File: config.mk
export PLATFORM = sky130hd
export DESIGN_NAME = qsfp_i2c_poller_flat
export DESIGN_NICKNAME = d
export VERILOG_FILES = /design/src/rtl/qsfp_i2c_poller_if.sv /design/src/rtl/qsfp_i2c_poller.sv /design/src/flat_wrapper.sv
export SDC_FILE = /design/constraint.sdc
export NUM_CORES = 1
export LEC_CHECK = 0
export BUFFER_PORTS_ARGS = -buffer_cell sky130_fd_sc_hd__buf_2
export CORE_MARGIN = 4
export CORE_UTILIZATION = 45
export CTS_CLUSTER_DIAMETER = 60
export CTS_CLUSTER_SIZE = 20
export DETAILED_ROUTE_END_ITERATION = 8
export PLACE_DENSITY = 0.65
export RECOVER_POWER = 25
export SYNTH_ARGS = -nofsm -noshare
export SYNTH_HDL_FRONTEND = slang
export SYNTH_SLANG_ARGS = --single-unit
File: constraint.sdc
create_clock -name wb_clk_i -period 2.7 [get_ports wb_clk_i]
set_input_delay 0.54 -clock wb_clk_i [delete_from_list [all_inputs] [get_ports wb_clk_i]]
set_output_delay 0.54 -clock wb_clk_i [all_outputs]
set_load 0.005 [all_outputs]
File: src/rtl/qsfp_i2c_poller_if.sv
// qsfp_i2c_poller_if: classic Wishbone link between the poller
// (master) and the i2c_master_top slave port.
interface qsfp_i2c_poller_if;
  logic [2:0] wbm_adr_o;
  logic [7:0] wbm_dat_o;
  logic [7:0] wbm_dat_i;
  logic       wbm_we_o;
  logic       wbm_cyc_o;
  logic       wbm_stb_o;
  logic       wbm_ack_i;

  modport master (
    output wbm_adr_o, wbm_dat_o, wbm_we_o,
    output wbm_cyc_o, wbm_stb_o,
    input  wbm_dat_i, wbm_ack_i
  );

  modport slave (
    input  wbm_adr_o, wbm_dat_o, wbm_we_o,
    input  wbm_cyc_o, wbm_stb_o,
    output wbm_dat_i, wbm_ack_i
  );
endinterface

File: src/rtl/qsfp_i2c_poller.sv
// qsfp_i2c_poller: autonomous one-byte QSFP register poller driving
// an i2c_master_top. QSFP_POLL_TIMEOUT_EN adds a TIP poll timeout.
module qsfp_i2c_poller #(
  parameter logic [15:0] PRESCALE    = 16'd99,
  parameter logic [6:0]  DEV_ADDR    = 7'h50,
  parameter logic [7:0]  REG_ADDR    = 8'd22,
  parameter logic [23:0] POLL_CYCLES = 24'd1000000
`ifdef QSFP_POLL_TIMEOUT_EN
  ,
  parameter logic [15:0] MAX_POLLS   = 16'd4096
`endif
) (
  input  logic              wb_clk_i,
  input  logic              wb_rst_n_i,
  input  logic              enable_i,
  qsfp_i2c_poller_if.master wbm,
  output logic [7:0]        data_o,
  output logic              valid_o,
  output logic              err_o,
  output logic              timeout_o,
  output logic              busy_o,
  output logic              done_o
);

  typedef enum logic [3:0] {
    S_INIT_LO, S_INIT_HI, S_INIT_CTR, S_IDLE,
    S_TXR, S_CR, S_SR, S_RXR,
    S_STOP_CR, S_STOP_SR, S_TO_CR,
    S_FAIL, S_FINISH
  } state_t;

  state_t      state, state_nx;
  logic [1:0]  step, step_nx;
  logic [23:0] poll_cnt;
  logic        access;
  logic        go;
  logic [2:0]  go_adr;
  logic [7:0]  go_dat;
  logic        go_we;
  logic        acked;
  logic        tip, al, rxack;
  logic        to_hit;
  logic        start;
  logic [7:0]  txr_val, cr_val;

  assign acked = wbm.wbm_cyc_o & wbm.wbm_ack_i;
  assign rxack = wbm.wbm_dat_i[7];
  assign al    = wbm.wbm_dat_i[5];
  assign tip   = wbm.wbm_dat_i[1];
  assign start = (state == S_IDLE) &&
                 (state_nx == S_TXR);

  // Per-step TXR and CR command bytes
  always_comb begin
    txr_val = {DEV_ADDR, 1'b1};
    cr_val  = 8'h90;
    unique case (step)
      2'd0: txr_val = {DEV_ADDR, 1'b0};
      2'd1: begin
        txr_val = REG_ADDR;
        cr_val  = 8'h10;
      end
      2'd2: txr_val = {DEV_ADDR, 1'b1};
      2'd3: cr_val  = 8'h68;
      default: ;
    endcase
  end

  // Next state and Wishbone access request
  always_comb begin
    state_nx = state;
    step_nx  = step;
    access   = 1'b0;
    go_adr   = 3'd4;
    go_dat   = 8'h00;
    go_we    = 1'b0;
    unique case (state)
      S_INIT_LO: begin
        access = 1'b1;
        go_adr = 3'd0;
        go_dat = PRESCALE[7:0];
        go_we  = 1'b1;
        if (acked) state_nx = S_INIT_HI;
      end
      S_INIT_HI: begin
        access = 1'b1;
        go_adr = 3'd1;
        go_dat = PRESCALE[15:8];
        go_we  = 1'b1;
        if (acked) state_nx = S_INIT_CTR;
      end
      S_INIT_CTR: begin
        access = 1'b1;
        go_adr = 3'd2;
        go_dat = 8'h80;
        go_we  = 1'b1;
        if (acked) state_nx = S_IDLE;
      end
      S_IDLE: begin
        if (poll_cnt == 24'd0 && enable_i) begin
          state_nx = S_TXR;
          step_nx  = 2'd0;
        end
      end
      S_TXR: begin
        access = 1'b1;
        go_adr = 3'd3;
        go_dat = txr_val;
        go_we  = 1'b1;
        if (acked) state_nx = S_CR;
      end
      S_CR: begin
        access = 1'b1;
        go_dat = cr_val;
        go_we  = 1'b1;
        if (acked) state_nx = S_SR;
      end
      S_SR: begin
        access = 1'b1;
        if (acked) begin
          if (to_hit)
            state_nx = S_TO_CR;
          else if (tip)
            state_nx = S_SR;
          else if (al)
            state_nx = S_FAIL;
          else if (step != 2'd3 && rxack)
            state_nx = S_STOP_CR;
          else if (step == 2'd3)
            state_nx = S_RXR;
          else begin
            step_nx  = step + 2'd1;
            state_nx = (step == 2'd2) ? S_CR : S_TXR;
          end
        end
      end
      S_RXR: begin
        access = 1'b1;
        go_adr = 3'd3;
        if (acked) state_nx = S_FINISH;
      end
      S_STOP_CR: begin
        access = 1'b1;
        go_dat = 8'h40;
        go_we  = 1'b1;
        if (acked) state_nx = S_STOP_SR;
      end
      S_STOP_SR: begin
        access = 1'b1;
        if (acked) begin
          if (to_hit)
            state_nx = S_TO_CR;
          else if (!tip)
            state_nx = S_FAIL;
        end
      end
      S_TO_CR: begin
        access = 1'b1;
        go_dat = 8'h40;
        go_we  = 1'b1;
        if (acked) state_nx = S_FINISH;
      end
      S_FAIL:   state_nx = S_FINISH;
      S_FINISH: state_nx = S_IDLE;
      default:  state_nx = S_INIT_LO;
    endcase
  end

  // A new access launches only once cyc has dropped, which
  // guarantees an idle bus cycle between accesses.
  assign go = access & ~wbm.wbm_cyc_o;

  // FSM state register
  always_ff @(posedge wb_clk_i) begin
    if (!wb_rst_n_i) begin
      state <= S_INIT_LO;
      step  <= 2'd0;
    end else begin
      state <= state_nx;
      step  <= step_nx;
    end
  end

  // Registered Wishbone master signals, held until ack
  always_ff @(posedge wb_clk_i) begin
    if (!wb_rst_n_i) begin
      wbm.wbm_cyc_o <= 1'b0;
      wbm.wbm_stb_o <= 1'b0;
      wbm.wbm_we_o  <= 1'b0;
      wbm.wbm_adr_o <= 3'd0;
      wbm.wbm_dat_o <= 8'h00;
    end else if (go) begin
      wbm.wbm_cyc_o <= 1'b1;
      wbm.wbm_stb_o <= 1'b1;
      wbm.wbm_we_o  <= go_we;
      wbm.wbm_adr_o <= go_adr;
      wbm.wbm_dat_o <= go_dat;
    end else if (acked) begin
      wbm.wbm_cyc_o <= 1'b0;
      wbm.wbm_stb_o <= 1'b0;
      wbm.wbm_we_o  <= 1'b0;
    end
  end

  // Status outputs and inter-poll counter
  always_ff @(posedge wb_clk_i) begin
    if (!wb_rst_n_i) begin
      data_o   <= 8'h00;
      valid_o  <= 1'b0;
      err_o    <= 1'b0;
      busy_o   <= 1'b0;
      done_o   <= 1'b0;
      poll_cnt <= POLL_CYCLES;
    end else begin
      done_o <= (state == S_FINISH);
      if (state == S_IDLE && poll_cnt != 24'd0)
        poll_cnt <= poll_cnt - 24'd1;
      if (start) begin
        busy_o <= 1'b1;
        err_o  <= 1'b0;
      end
      if (state == S_RXR && acked) begin
        data_o  <= wbm.wbm_dat_i;
        valid_o <= 1'b1;
      end
      if (to_hit || state == S_FAIL)
        err_o <= 1'b1;
      if (state == S_FINISH) begin
        busy_o   <= 1'b0;
        poll_cnt <= POLL_CYCLES;
      end
    end
  end

`ifdef QSFP_POLL_TIMEOUT_EN
  logic [15:0] polls;
  logic        in_wait;

  assign in_wait = (state == S_SR) ||
                   (state == S_STOP_SR);
  assign to_hit  = in_wait && acked && tip &&
                   (polls == MAX_POLLS - 16'd1);

  // Count busy SR reads within one wait
  always_ff @(posedge wb_clk_i) begin
    if (!wb_rst_n_i) begin
      polls     <= 16'd0;
      timeout_o <= 1'b0;
    end else begin
      if (!in_wait)
        polls <= 16'd0;
      else if (acked && tip)
        polls <= polls + 16'd1;
      if (start)
        timeout_o <= 1'b0;
      else if (to_hit)
        timeout_o <= 1'b1;
    end
  end
`else
  assign to_hit    = 1'b0;
  assign timeout_o = 1'b0;
`endif

endmodule

File: src/flat_wrapper.sv
// flat-port wrapper written by rule: the top's interface ports become plain ports
module qsfp_i2c_poller_flat 
#(
  parameter logic [15:0] PRESCALE    = 16'd99,
  parameter logic [6:0]  DEV_ADDR    = 7'h50,
  parameter logic [7:0]  REG_ADDR    = 8'd22,
  parameter logic [23:0] POLL_CYCLES = 24'd1000000

)
  (wb_clk_i, wb_rst_n_i, enable_i, data_o, valid_o, err_o, timeout_o, busy_o, done_o, wbm_wbm_adr_o, wbm_wbm_dat_o, wbm_wbm_we_o, wbm_wbm_cyc_o, wbm_wbm_stb_o, wbm_wbm_dat_i, wbm_wbm_ack_i);
  qsfp_i2c_poller_if wbm_i ();
  input  logic wb_clk_i;
  input  logic wb_rst_n_i;
  input  logic enable_i;
  output logic [7:0] data_o;
  output logic valid_o;
  output logic err_o;
  output logic timeout_o;
  output logic busy_o;
  output logic done_o;
  output wire logic [$bits(wbm_i.wbm_adr_o)-1:0] wbm_wbm_adr_o;
  output wire logic [$bits(wbm_i.wbm_dat_o)-1:0] wbm_wbm_dat_o;
  output wire logic [$bits(wbm_i.wbm_we_o)-1:0] wbm_wbm_we_o;
  output wire logic [$bits(wbm_i.wbm_cyc_o)-1:0] wbm_wbm_cyc_o;
  output wire logic [$bits(wbm_i.wbm_stb_o)-1:0] wbm_wbm_stb_o;
  input wire logic [$bits(wbm_i.wbm_dat_i)-1:0] wbm_wbm_dat_i;
  input wire logic [$bits(wbm_i.wbm_ack_i)-1:0] wbm_wbm_ack_i;
  assign wbm_wbm_adr_o = wbm_i.wbm_adr_o;
  assign wbm_wbm_dat_o = wbm_i.wbm_dat_o;
  assign wbm_wbm_we_o = wbm_i.wbm_we_o;
  assign wbm_wbm_cyc_o = wbm_i.wbm_cyc_o;
  assign wbm_wbm_stb_o = wbm_i.wbm_stb_o;
  assign wbm_i.wbm_dat_i = wbm_wbm_dat_i;
  assign wbm_i.wbm_ack_i = wbm_wbm_ack_i;
  qsfp_i2c_poller #(.PRESCALE(PRESCALE), .DEV_ADDR(DEV_ADDR), .REG_ADDR(REG_ADDR), .POLL_CYCLES(POLL_CYCLES)) u_core (.wb_clk_i(wb_clk_i), .wb_rst_n_i(wb_rst_n_i), .enable_i(enable_i), .wbm(wbm_i), .data_o(data_o), .valid_o(valid_o), .err_o(err_o), .timeout_o(timeout_o), .busy_o(busy_o), .done_o(done_o));
endmodule
Yosys cells after proc, flatten, opt, wreduce, memory -nomap -nowiden
Cells that the tools add are included.
{"block": "word_totals", "ff_bits": 55, "in_bits": 12, "word_cells": 95}
{"block": "classes", "add_sub_neg": 2, "eq_ne": 23, "n_mux": 35, "n_bitwise": 4, "n_reduce_logical": 19}
{"op": "two-way mux 4 bit", "count": 15}
{"op": "one-hot mux 4 bit (12 select lines)", "count": 1}
{"op": "one-hot mux 8 bit (5 select lines)", "count": 1}
{"op": "one-hot mux 8 bit (2 select lines)", "count": 2}
{"op": "logical NOT 24 bit", "count": 1}
{"op": "nonzero test 24 bit", "count": 1}
{"op": "subtractor 24 x 1 -> 24 bit (second input constant)", "count": 1}
{"op": "equality test 4 x 3 -> 1 bit (second input constant)", "count": 5}
{"op": "equality test 4 bit (second input constant)", "count": 5}
{"op": "two-way mux 2 bit", "count": 6}
{"op": "inequality test 2 bit (second input constant)", "count": 6}
{"op": "one-hot mux 3 bit (4 select lines)", "count": 1}
{"op": "OR reduction 10 bit", "count": 1}
{"op": "equality test 4 x 2 -> 1 bit (second input constant)", "count": 2}
{"op": "two-way mux 1 bit", "count": 8}
{"op": "OR reduction 2 bit", "count": 4}
{"op": "AND reduction 7 bit", "count": 1}
{"op": "OR reduction 7 bit", "count": 1}
{"op": "nonzero test 2 bit", "count": 3}
{"op": "logical AND 1 bit", "count": 5}
{"op": "equality test 2 bit (second input constant)", "count": 2}
{"op": "equality test 4 x 1 -> 1 bit (second input constant)", "count": 1}
{"op": "logical NOT 4 bit", "count": 1}
{"op": "one-hot mux 2 bit (2 select lines)", "count": 1}
{"op": "6 further kinds", "count": 8}

Longest topological paths before layout
Gate-level depths: netlist (run 1).
{"block": "logic_depth", "word_depth": 12, "ltp_mapped": 8, "ltp_nobuf": 7}

Worst setup path after synthesis (run 1)
Ideal clock, no wire load.
{"block": "synth_path", "path_type": "register to register", "from": "reg u_core.poll_cnt[0]", "to": "reg u_core.poll_cnt[22]", "setup_time_ns": 0.115, "arrival_time_ns": 1.853, "t_required_ns": 2.585, "slack_ns": 0.733, "stages_incl_launch_ff": 9, "n_path_buf": 1, "period_less_slack_ns": 1.967, "cell_sequence": "dfxtp_1 inv_1 ha_1 nor4b_1 and3_1 clkbuf_1 or3_1 o31a_1 o21a_1"}
{"block": "synth_via", "elab_chain_cells": 2, "word_cells_on_any_way": 3, "classes_between": "add/sub (1); reduce/logical (2)"}
{"item": "from (decl)", "line": "qsfp_i2c_poller.sv:34", "rtl": "logic [23:0] poll_cnt;"}
{"item": "from (signal assigned)", "line": "qsfp_i2c_poller.sv:217", "rtl": "poll_cnt <= poll_cnt - 24'd1;"}
{"item": "parallel branches: the longest is 2 deep, another holds subtractor 24 x 1 -> 24 bit"}
Several ways; the timed one is not identified.
A chain may end at the register's enable or synchronous reset.

Final worst setup path (run 1)
{"block": "layout_path", "from": "reg u_core.poll_cnt[8]", "to": "reg u_core.poll_cnt[23]"}
Same word-level chain as after synthesis.

==> flow_summary.ini, run 1 <==
[run_status]
status = finished, final reports clean

[worst_setup_path]
worstPathMaxFanout = 19
worstSetupEndpointType = flip-flop
critPathKind = reg2reg
r2r_slack_ps = 560
r2r-start = u_core.poll_cnt[8]$_SDFFE_PP0P_
cp.required_ps = 2910
cpMaxStageDelayCell = or4_4
crit_arrival_ps = 2360
start_kind = flip-flop
crit_path_max_incr_delay_ps = 580
critPathLaunch = u_core.poll_cnt[8]$_SDFFE_PP0P_
crit_chain = or4_4, nand4b_4, o211ai_2, nor4_1, o21a_1
reg2reg_depth = 5
reg2reg_to = u_core.poll_cnt[23]$_SDFFE_PP0P_
worstSetupEndpoint = u_core.poll_cnt[23]$_SDFFE_PP0P_

[timing]
hold_viol = 0
finClkSkew_ps = 16.1
setup_tns_ps = 0
hold_slack_ps = 450
setup_viol = 0
rsz0062_at_grt = no
slew_viol_final = 0
tightest_slew_ps = 561
min_period_ps = 2140
post-route-period-util_pct = 79.3
maxSlewHeadroom_pct = 62.3
clock.fmax_mhz = 467

[synth]
synth-edff-count = 0
synth_area_per_cell_um2 = 8.51
async_reset_ff_share_pct = 0
ys_warn_count = 0
synthTopCellsByArea = dfxtp_1 (39%), nor2_1 (5.6%), a21oi_1 (5.5%), mux2i_1 (3.9%), ha_1 (3.1%)
ys_ff_latch = 55
yosysTopAreaCell = dfxtp_1
ys.flop_type = dfxtp_1
ys_seq_area_share_pct = 39.3
synth.distinct_cells = 57
synth_top_area_share_pct = 39.3
syn_inst = 329
syn_area_mm2 = 0.00280
synth_nets = 348

[global_route]
grt_use_total_pct = 17.2
grt_remaining_overflow = 0
grt_pass1_wl_mm = 10.5
grt_pass1_vias = 2259
grt_start_max_net_pins = 25
antenna_found_initial = 0

[die]
die-height_um = 86.9
die_x_um = 86.9
start_util_pct = 46.7
dieArea_mm2 = 0.00755
io_pins = 39
coreArea_mm2 = 0.00599
rows = 28

[clock_tree]
cts.hold.buffers_added = 0
clockRootBuffer = clkbuf_8
cts_resized = 0
clockBufferDepth = 2
cts_tree = built
cts_max_level = 2
clkTransAtPathRegs_ps = 100
cts.sink_count = 55
clkLatencyLatePin_ps = 320
post_cts_buffers = 0
cts_buffers = 5

[power_and_ir_drop]
ir_drop_v = 0.000251
p_leak_nw = 1.15
p_per_area_mw_per_mm2 = 477

[routing]
drt_iter0_drc = 95
drt_first_pass_iters = 4
vias = 2453
wirelength_mm = 6.21
ant_nets = 0
drc = 0
wl_per_cell_um = 14.1
post_drt_via_cell_ratio = 5.59

[finish]
num-nets-final = 382
final_core_util_pct = 52.9
nFillCells = 605
antenna_cells = 0
syn_to_final_growth_pct = 13.2
drive_gt1_share_pct = 16.2

[place]
hpwl_mm = 4.41
port_buffers = 37
place_congestion = 0.860

[worst_hold_path]
min_path_type = reg2reg

[job]
drv_cap = 0
per-stage QoR:
step | instance area (um2) | instances | total power [mW] | worst slack [ps]
final | 3170 | 439 | 1.51 | 558
after global routing | 3170 | 439 | 1.58 | 302
after CTS | 3180 | 439 | 1.53 | 562
after detailed placement | 3070 | 431 | 0.971 | 570
after global placement | 3070 | 431 | 0.970 | 626
after floorplan | 2800 | 329 | 0.929 | 733
cells in the final DEF (no fill, tap or decap), drive strengths merged, types with 7 or more instances in the layout:
cell type,instances
dfxtp,55
nor2,42
buf,39
a21oi,31
nand2,18
inv,13
o21ai,13
clkbuf,13
mux2i,11
nor3,10
or4,9
nor4,9
nand3,8
or3,8
ha,7
o211ai,7
o31ai,7
power breakdown:
part	internal, mW	switching [mW]	total (mW)
Clock	0.281	0.278	0.559
Combinational	0.0476	0.0682	0.116
Sequential	0.826	0.0109	0.837
metal layers:
layer / global-route usage [%] / wire, um
met5: 0 / 0
met2: 28.3 / 2870
met3: 3.60 / 314
met1: 22.1 / 2920
met4: 6.37 / 93
critical path: cells and delay by family (launching register included):
kind | cells | cell delay, ps
DFF | 1 | 360
and+or+nand+nor | 3 | 1010
AOI/OAI and AO/OA | 2 | 670
worst min path at each step:
stage | from | to | depth (start not counted)
3_5_place_dp | u_core.busy_o$_SDFFE_PP0P_ | u_core.busy_o$_SDFFE_PP0P_ | 2
3_3_place_gp | u_core.busy_o$_SDFFE_PP0P_ | u_core.busy_o$_SDFFE_PP0P_ | 2
2_1_floorplan | u_core.busy_o$_SDFFE_PP0P_ | u_core.busy_o$_SDFFE_PP0P_ | 2
6_report | u_core.busy_o$_SDFFE_PP0P_ | u_core.busy_o$_SDFFE_PP0P_ | 2
5_1_grt | wbm_wbm_dat_i[0] | u_core.data_o[0]$_SDFFE_PN0P_ | 3
4_1_cts | wbm_wbm_dat_i[3] | u_core.data_o[3]$_SDFFE_PN0P_ | 3
cell usage after synthesis (all sizes together), types with 3 or more instances:
library cell  instances
or4                   9
o21ai                13
clkbuf               10
o21a                  6
a22oi                 3
nand3                 8
nor3                 10
inv                  12
ha                    7
nor4                  9
dfxtp                55
o211ai                7
xor2                  5
or3                   8
mux2i                11
buf                   9
nand2                18
a21oi                31
and3                  3
nor2                 42
nand2b                6
xnor2                 6
a31oi                 3
o31ai                 7
flip-flops by register name, summed over array words and instances (netlist names):
name                  flops
u_core.poll_cnt          24
u_core.data_o             8
u_core.wbm.wbm_dat_o      8
u_core.state              4
u_core.wbm.wbm_adr_o      3
u_core.step               2
u_core.busy_o             1
u_core.done_o             1
u_core.err_o              1
u_core.valid_o            1
u_core.wbm.wbm_cyc_o      1
u_core.wbm.wbm_we_o       1
cell type report:
class	instances	area, um2	share of cell area [%]
clock buffer	6	72.6	2.29
sequential	55	1100	34.8
clock inverter	2	38.8	1.22
inverter	12	45.0	1.42
tap	75	93.8	2.96
timing repair buffer	46	244	7.70
multi-input combinational	243	1570	49.6
logic make-up (layout without fill, tap and decap cells):
logic type      Yosys count  after routing  share of synthesized area [%]
simple gates            125            125                           24.7
compound gates           88             88                           20.7
flops                    55             55                           39.3
buf+inv                  31             66                           4.69
xor+xnor                 11             11                           3.44
mux                      11             11                           3.93
fa+ha+maj                 7              7                           3.13
other cells               1              1                          0.134
Power figures use the tool's default switching activity.
==> run 2, diff against run 1 <==
Settings changed: PLACE_DENSITY 0.65 to 0.68.
Clock period 2.7 ns to 1.8 ns, I/O delays scaled along.
==> flow_summary.ini, run 2 (same netlist as run 1, synthesis figures left out) <==
[power_and_ir_drop]
pwr-share-comb_pct = 9.0
p_leak_nw = 1.42
p_per_area_mw_per_mm2 = 574
clkPwrFrac_pct = 32.6
ir_drop_v = 0.000380
power_switching_uw = 543
switching_share_pct = 25.3
p_int_mw = 1.60
p_total_mw = 2.14
power_frac_seq_pct = 58.3

[clock_tree]
cts.sink_count = 55
cts_buffers = 5
clkLatencyLatePin_ps = 310
cts_tree = built
cts_max_level = 2
clkTransAtPathRegs_ps = 100
clockBufferDepth = 2
clockRootBuffer = clkbuf_8

[job]
drv_cap = 0

[global_route]
grt_pass1_wl_mm = 11.6
grt_remaining_overflow = 0
grt_pass1_vias = 2568
grt_use_total_pct = 18.8
grt_start_max_net_pins = 24
antenna_found_initial = 0

[worst_hold_path]
hold_end = u_core.data_o[2]$_SDFFE_PN0P_
holdPathStages = 3
worst_hold_startpoint = wbm_wbm_dat_i[2]
min_path_type = in2reg

[worst_setup_path]
start_kind = flip-flop
crit_arrival_ps = 2190
cp.required_ps = 2010
worstSetupEndpointType = flip-flop
reg2reg_to = u_core.poll_cnt[9]$_SDFFE_PP1P_
critPathKind = reg2reg
r2r-start = u_core.poll_cnt[11]$_SDFFE_PP0P_
r2r_slack_ps = -180
reg2reg_depth = 7
worstPathMaxFanout = 8

[routing]
vias = 2715
drt_iter0_drc = 119
ant_nets = 0
wirelength_mm = 7.02
wl_per_cell_um = 14.4
drt_first_pass_iters = 4
drc = 0
post_drt_via_cell_ratio = 5.57

[finish]
reg.largest.list = u_core.poll_cnt: 24 flops, u_core.data_o: 8 flops, u_core.wbm.wbm_dat_o: 8 flops
drive_gt1_share_pct = 34.5
num-nets-final = 430
top_register = u_core.poll_cnt
final_core_util_pct = 62.3
antenna_cells = 0
layout_common_cells = buf_4 (48), dfxtp_1 (48), nor2_1 (42)
largest_reg_flops = 24
syn_to_final_growth_pct = 33.4

[timing]
hold_viol = 0
clock.fmax_mhz = 506
slew_viol_final = 0
setup_tns_ps = -1340
setup_ws_ps = -176
hold_slack_ps = 279
rsz0062_at_grt = yes
min_period_ps = 1980
setup_viol = 20
finClkSkew_ps = 7.15
post-route-period-util_pct = 110

[place]
place_ws_ps = -166
port_buffers = 37
place_congestion = 0.876
hpwl_mm = 4.87

[run_status]
violations = setup timing
status = finished, violations left

[die]
start_util_pct = 46.7
die-height_um = 86.9
dieArea_mm2 = 0.00755
die_x_um = 86.9
rows = 28
coreArea_mm2 = 0.00599
io_pins = 39
## run 2: worst max path at each step
| stage | to | slack [ps] | from | cells past startpoint |
|---|---|---|---|---|
| floorplan | u_core.poll_cnt[22]$_SDFFE_PP0P_ | -110 | u_core.poll_cnt[0]$_SDFFE_PP0P_ | 8 |
| global placement | u_core.poll_cnt[15]$_SDFFE_PP0P_ | -110 | u_core.poll_cnt[11]$_SDFFE_PP0P_ | 5 |
| detailed placement | u_core.poll_cnt[15]$_SDFFE_PP0P_ | -170 | u_core.poll_cnt[11]$_SDFFE_PP0P_ | 5 |
| CTS | u_core.err_o$_SDFFE_PN0P_ | -120 | u_core.poll_cnt[10]$_SDFFE_PP0P_ | 6 |
| global route | u_core.poll_cnt[9]$_SDFFE_PP1P_ | -230 | u_core.poll_cnt[11]$_SDFFE_PP0P_ | 7 |
| finish | u_core.poll_cnt[9]$_SDFFE_PP1P_ | -180 | u_core.poll_cnt[11]$_SDFFE_PP0P_ | 7 |
## run 2: timing repair
action,4_1_cts,5_1_grt
setup buffers,4,3
resized for setup,33,15
setup endpoints to repair,23,33
pin swaps,13,11
cloned,1,0
hold buffers,0,0
## run 2: power groups by stage
stage | Sequential [mW] | Clock [mW] | Combinational (mW)
2_1_floorplan | 1.28 | 0 | 0.112
3_3_place_gp | 1.28 | 0 | 0.189
3_5_place_dp | 1.28 | 0 | 0.190
4_1_cts | 1.25 | 0.728 | 0.194
5_1_grt | 1.25 | 0.774 | 0.220
6_report | 1.25 | 0.699 | 0.194
## run 2: area by class of cell
| class | instances | area (um2) |
|---|---|---|
| clock buffer | 5 | 68.8 |
| clock inverter | 3 | 25.0 |
| inverter | 12 | 45.0 |
| tap | 75 | 93.8 |
| multi-input combinational | 243 | 1740 |
| timing repair buffer | 94 | 654 |
| sequential | 55 | 1110 |
| fill | 532 | 2260 |
## run 2: stage by stage
step	cell area, um2	instances
4_1_cts	3640	484
5_1_grt	3730	487
6_report	3730	487
3_5_place_dp	3390	471
3_3_place_gp	3390	471
2_1_floorplan	2810	329
## run 2: worst max-delay path, stage by stage (launching register included)
cell	delay [ps]
dfxtp_2	330
or4_4	540
nand4b_4	220
buf_12	170
buf_4	130
o211ai_1	250
xor2_1	180
nand2_1	70
## run 2: routing by layer
metal | routed length (um) | vias up | GRT usage (%)
li1 | - | 1359 | -
met1 | 3090 | 1282 | 22.5
met2 | 3550 | 66 | 34.4
met3 | 308 | 8 | 3.12
met4 | 68 | 0 | 5.38
met5 | 0 | - | 0
==> run 3, diff against run 2 <==
Settings changed: GPL_TIMING_DRIVEN set to 0.
==> flow_summary.ini, run 3 (same netlist as run 1, synthesis figures left out) <==
[power_and_ir_drop]
ir_drop_v = 0.000382
p_leak_nw = 1.36
p_per_area_mw_per_mm2 = 587
p_total_mw = 2.18

[finish]
layout_common_cells = dfxtp_1 (45), nor2_1 (41), buf_2 (37)
num-nets-final = 420
largest_reg_flops = 24
syn_to_final_growth_pct = 32.5
reg.largest.list = u_core.poll_cnt: 24 flops, u_core.data_o: 8 flops, u_core.wbm.wbm_dat_o: 8 flops
antenna_cells = 0
stdcell_area_mm2 = 0.00371
drive_gt1_share_pct = 34.1
top_register = u_core.poll_cnt
layout_commonest_cell = dfxtp_1

[clock_tree]
clkLatencyLatePin_ps = 330
cts_max_level = 2
cts.sink_count = 55
cts_buffers = 5
clkTransAtPathRegs_ps = 100
clockBufferDepth = 2
cts_tree = built
clockRootBuffer = clkbuf_8
cts.hold.buffers_added = 0

[global_route]
grt_pass1_wl_mm = 12.6
grt_remaining_overflow = 0
antenna_found_initial = 0
grt_use_total_pct = 20.8
grt_pass1_vias = 2617
grt_start_max_net_pins = 19

[place]
place_congestion = 0.939
place_area_mm2 = 0.00309
port_buffers = 37
hpwl_mm = 5.02
place_ws_ps = -447

[timing]
post-route-period-util_pct = 114
maxSlewHeadroom_pct = 58.1
slew_viol_final = 0
setup_ws_ps = -260
min_period_ps = 2060
finClkSkew_ps = 11.5
tightest_slew_ps = 627
clock.fmax_mhz = 486
rsz0062_at_grt = yes
setup_tns_ps = -2900
hold_viol = 0
setup_viol = 28

[die]
rows = 28
die-height_um = 86.9
die_x_um = 86.9
coreArea_mm2 = 0.00599
io_pins = 39
start_util_pct = 46.7
dieArea_mm2 = 0.00755

[worst_hold_path]
min_path_type = in2reg
holdPathStages = 3

[worst_setup_path]
worstPathMaxFanout = 6
start_kind = flip-flop
reg2reg_depth = 4
cpMaxStageDelayCell = or4_4
worst-path-stages = 4
critPathKind = reg2reg
cp.required_ps = 2040
crit_path_max_incr_delay_ps = 580
path_buf_inv = 0
worstSetupEndpointType = flip-flop
crit_arrival_ps = 2300
crit_chain = or4_4, nand4b_2, or4_1, a21oi_1
cp_top_family = simple AND/OR/NAND/NOR gates

[routing]
drc = 0
vias = 2758
wl_per_cell_um = 16.3
ant_nets = 0
wirelength_mm = 7.78
drt_first_pass_iters = 4
post_drt_via_cell_ratio = 5.78
drt_iter0_drc = 211

[run_status]
violations = setup timing
status = finished, violations left

[job]
drv_cap = 0
==> run 3: worst paths after layout <==
kind	from	to	slack, ps
setup / recovery	u_core.poll_cnt[9]$_SDFFE_PP1P_	u_core.poll_cnt[21]$_SDFFE_PP0P_	-260
hold reg to reg	u_core.wbm.wbm_dat_o[7]$_SDFFE_PN0P_	u_core.wbm.wbm_dat_o[7]$_SDFFE_PN0P_	460
hold / removal	wbm_wbm_dat_i[0]	u_core.data_o[0]$_SDFFE_PN0P_	270
setup reg to reg	u_core.poll_cnt[9]$_SDFFE_PP1P_	u_core.poll_cnt[21]$_SDFFE_PP0P_	-260
==> run 3: metal layers <==
layer | routed length, um | part of all wire [%] | vias up | global-route usage, %
met5 | 0 | 0 | - | 0
met4 | 180 | 2.3 | 0 | 8.50
met1 | 3360 | 43 | 1290 | 26.2
li1 | - | - | 1356 | -
met3 | 487 | 6.3 | 19 | 4.26
met2 | 3750 | 48 | 93 | 34.6
==> run 3: worst register-to-register path: cells and delay by family (launching register included) <==
family           cells  cell delay [ps]
AO/OA/AOI/OAI        1              210
flip-flops           1              330
AND/OR/NAND/NOR      3             1440
==> run 3: layout make-up <==
class                      instances  area [um2]
tap                               75        93.8
clock buffer                       5        68.8
inverter                          12        48.8
fill                             511        2280
sequential                        55        1130
multi-input combinational        244        1820
buffer                            18         111
timing repair buffer              65         415
clock inverter                     3        23.8
==> run 3: repair_timing <==
action / in CTS / in global routing
pin swaps: 11 / 18
endpoints found under the setup margin: 39 / 47
endpoints found under the hold margin: 0 / 0
gates cloned: 3 / 1
gates resized for setup: 41 / 42
buffers inserted: 15 / 10
==> run 3: where the power goes <==
group | leakage (nW) | internal [mW] | switching (mW) | total, mW
registers | 0.451 | 1.23 | 0.0134 | 1.24
clock network | 0.0408 | 0.280 | 0.450 | 0.730
logic | 0.868 | 0.0814 | 0.121 | 0.202
==> run 3: metrics by stage <==
stage               cells  hold slack [ps]  utilization (%)
floorplan             329              442                -
global placement      441              433             51.6
global route          477              274             61.9
finish                477              269             61.9
detailed placement    441              438             51.6
CTS                   466              265             58.3
